==> src/rtl/fsm_papsel.sv <==
// Coin-summing vend controller, price 5: registered dispense pulse and change 1 cycle after the completing coin, no backpressure.
// Optional `credit` output (current accumulated credit) is built in when FSM_PAPSEL_CREDIT_EN is defined.
module fsm_papsel (
  input  logic       clk,
  input  logic       rstn,
  input  logic [2:0] m_in,
  input  logic       m_in_vld,
`ifdef FSM_PAPSEL_CREDIT_EN
  output logic [2:0] credit,
`endif
  output logic       qout,
  output logic [2:0] check
);

  typedef enum logic [2:0] {
    S0 = 3'd0,
    S1 = 3'd1,
    S2 = 3'd2,
    S3 = 3'd3,
    S4 = 3'd4
  } state_t;

  localparam logic [3:0] PRICE = 4'd5;

  state_t     state_q, state_d;
  logic       qout_q,  qout_d;
  logic [2:0] check_q, check_d;
  logic [3:0] sum;

  // rstn is active-high despite its name.
  always_ff @(posedge clk or posedge rstn) begin
    if (rstn) begin
      state_q <= S0;
      qout_q  <= 1'b0;
      check_q <= 3'd0;
    end else begin
      state_q <= state_d;
      qout_q  <= qout_d;
      check_q <= check_d;
    end
  end

  always_comb begin
    state_d = state_q;
    qout_d  = 1'b0;
    check_d = 3'd0;
    sum     = {1'b0, state_q} + {1'b0, m_in};
    if (m_in_vld) begin
      if (sum >= PRICE) begin
        // Any excess is paid out as change now, never carried as credit.
        state_d = S0;
        qout_d  = 1'b1;
        check_d = 3'(sum - PRICE);
      end else begin
        state_d = state_t'(sum[2:0]);
      end
    end
  end

  assign qout  = qout_q;
  assign check = check_q;
`ifdef FSM_PAPSEL_CREDIT_EN
  assign credit = state_q;
`endif

endmodule

==> config.mk <==
export PLATFORM = sky130hd
export DESIGN_NAME = fsm_papsel
export DESIGN_NICKNAME = d
export VERILOG_FILES = /design/src/rtl/fsm_papsel.sv
export SDC_FILE = /design/constraint.sdc
export NUM_CORES = 1
export LEC_CHECK = 0
export ABC_AREA = 1
export BUFFER_PORTS_ARGS = -buffer_cell sky130_fd_sc_hd__buf_2
export CAP_MARGIN = 20
export CORE_AREA = 2 2 39 41
export DETAILED_ROUTE_END_ITERATION = 10
export DIE_AREA = 0 0 41 43
export PLACE_DENSITY = 0.6
export SKIP_CTS_REPAIR_TIMING = 1
export SYNTH_ARGS = -nofsm -noshare
export SYNTH_HDL_FRONTEND = slang
export SYNTH_SLANG_ARGS = --single-unit
==> constraint.sdc <==
create_clock -name clk -period 2.3 [get_ports clk]
set_clock_uncertainty 0.15 [all_clocks]
set_input_delay 0.115 -clock clk [delete_from_list [all_inputs] [get_ports clk]]
set_output_delay 0.115 -clock clk [all_outputs]
set_load 0.03 [all_outputs]
==> summary.txt <==
Status
  – Status: complete, no violations

Synthesis
  – Yosys cell types: 15
  – Synth Area in Compound Gates: 3.25%
  – Simple-gate share of the synthesized area: 28.7%
  – Synth Cell Area: 462 sq um
  – Synth top area share: 37.9%
  – Top-count cell post-synth: nand2_1
  – Post-Synth Adder-Cell Area: 17.9%
  – Largest cells by area after synthesis: dfrtp_1 38%, ha_1 14%, nand2_1 9.8%
  – FF+latch count, synth: 7
  – Largest family of logic cells by synthesized area: simple AND/OR/NAND/NOR gates
  – Post-synth EDFFs: 0
  – Cells after Synth: 52
  – Mux cell area share after synthesis: 2.17%
  – Synth Area per Inst: 8.88 sq um
  – Fraction of registers with async set/reset: 100%
  – Commonest register cell after synthesis: dfrtp_1
  – Post-synth top cells: 12 x nand2_1, 9 x inv_1, 7 x dfrtp_1
  – Synth Area in XOR/XNOR: 0%
  – Synth Warn #: 0
  – Net Count, Synth: 64
  – Sequential share of the synthesized area: 37.9%
  – Synth area leader: dfrtp_1

Power
  – PD cells: 1400 nW/um^2
  – Pleak: 0.327 nW
  – Maximum VDD drop: 508 uV
  – Total power: 783 uW

Global routing
  – Vias in the first global route: 317
  – GRT met2 Usage: 16.3%
  – GR Util met3: 6.28%
  – Total gr overflow: 0
  – Grt met1 use: 12.1%
  – Largest net degree at the start of global routing: 8
  – First-pass GRT wire length: 1230 um
  – Overall global routing resource usage: 10.8%
  – Gr busiest metal: met2
  – Initial antenna violation count: 0

Drt
  – DR vias/cell: 4.30
  – Antenna-violating nets left: 0
  – Number of remaining DRC errors: 0
  – Via Count: 348
  – WL per Instance: 9.60 um
  – Final WL: 778 um
  – Iter 0 DRT Violations: 1
  – Drt pass-1 iters: 4

Min path
  – Hold depth: 2
  – Hold crit path type: in -> reg
  – Worst Hold Endpoint: state_q[2]
  – Hold_sp: m_in_vld

Clock tree
  – Worst skew pair latency: 250 ps
  – Clock tree from TritonCTS: built
  – Reg clk slew, reported paths: 50 ps
  – Root Driver: clkbuf_4
  – Htree depth: 1
  – CTS buffer count: 3
  – Max clock buf depth: 2
  – Clk sinks: 7

Timing
  – Fin crit share: 89.2%
  – Final setup vio count: 0
  – Fin Hold WS: 13.8 ps
  – Max-slew headroom: 81.4%
  – Hold Fails Final Rpt: 0
  – Least-Margin Pin Slew: 278 ps
  – Final count of pins violating max slew: 0
  – RSZ-0062 raised after global routing: false
  – Period minus WS final: 2050 ps
  – Setup tns final: 0 ps
  – Max Clock Freq: 488 MHz

Worst setup path
  – CP Max Fanout: 4
  – Worst reg2reg setup slack: 250 ps
  – Crit. End Element: flop
  – R2R cell count: 9
  – CP required: 2330 ps
  – FF-to-FF End: check[1]
  – CP Data Arrival Time: 2090 ps
  – Worst reg2reg path startpoint: state_q[0]
  – Crit. Startpoint: state_q[0]
  – Startpoint Class: flop
  – Crit-path max cell delay: 530 ps
  – Crit path cell chain: ha_1 -> fa_1 -> inv_1 -> ha_1 -> nand2_1 -> nand3_2 -> nand2_4 -> nand2_4 -> nor2_2
  – Critical Path Slowest Stage Cell: fa_1
  – Setup CP Type: reg -> reg

Floorplan
  – Die Wd: 41 um
  – Row Count: 14
  – Initial Util: 33.4%
  – Die span in y: 43 um
  – Io pins: 10
  – Die ar.: 1760 sq um
  – Core area: 1380 sq um

Run
  – MaxCap Viol Count: 0

Layout
  – Diode count: 0
  – Area Growth Syn to Fin: 20.9%
  – Final Net Count: 78
  – Layout cells sized above 1: 35.4%

Place
  – Final HPWL DP: 661 um
  – Routability Congestion: 0.665
  – Count of input and output buffers: 9
-- routing by layer --
metal	vias up	part of all wire, %
met2	7	52
li1	181	-
met1	160	44
met5	-	0
met4	0	0
met3	0	3.3
-- worst max-delay path by stage --
stage,to,slack [ps]
finish,check[1],250
global route,check[2],150
CTS,check[1],240
detailed placement,check[1],260
global placement,check[0],270
floorplan,check[0],390
-- registers in the layout (all words and copies together) (netlist names) --
register,flops
state_q,3
qout,1
check,3
-- layout by cell type (no fill, tap or decap), types with 2 or more instances in the layout --
cell      count
nand2_4       3
inv_1         9
clkbuf_4      3
nand2_1      12
dfrtp_1       7
nor2_2        5
buf_2         9
inv_2         2
a21oi_1       2
ha_1          5
-- final cells by class --
class / count / area (sq um)
clock buffer: 4 / 26.3
fill: 140 / 826
inverter: 11 / 41.3
multi-input combinational: 33 / 240
sequential: 7 / 175
tap: 16 / 20.0
timing repair buffer: 10 / 55.1
-- power breakdown --
part / leakage, nW / total [mW] / switching (mW) / internal, mW
Combinational: 0.221 / 0.472 / 0.302 / 0.170
Sequential: 0.0916 / 0.201 / 0.0253 / 0.176
Clock: 0.0150 / 0.110 / 0.0442 / 0.0661
-- critical path, delay by kind of cell (launching register included) --
kind	cells	cell delay, ps
adder cells (fa/ha/maj)	3	960
buffers and inverters	1	70
flip-flops	1	380
AND/OR/NAND/NOR	5	420
-- per-stage QoR --
stage	cell area, sq um	instances	setup slack [ps]	utilization (%)
after CTS	548	80	238	39.6
final	558	81	249	40.3
after detailed placement	522	76	263	37.7
after global placement	522	76	273	37.7
after global routing	558	81	149	40.3
after floorplan	462	52	394	-
-- kinds of logic (layout without fill, tap and decap cells) --
| logic type | after synthesis | count (layout) |
|---|---|---|
| compound gates | 3 | 3 |
| simple gates | 23 | 23 |
| mux | 1 | 1 |
| flops | 7 | 7 |
| fa+ha+maj | 6 | 6 |
| buf+inv | 12 | 25 |
(Power assumes the default switching activity.)
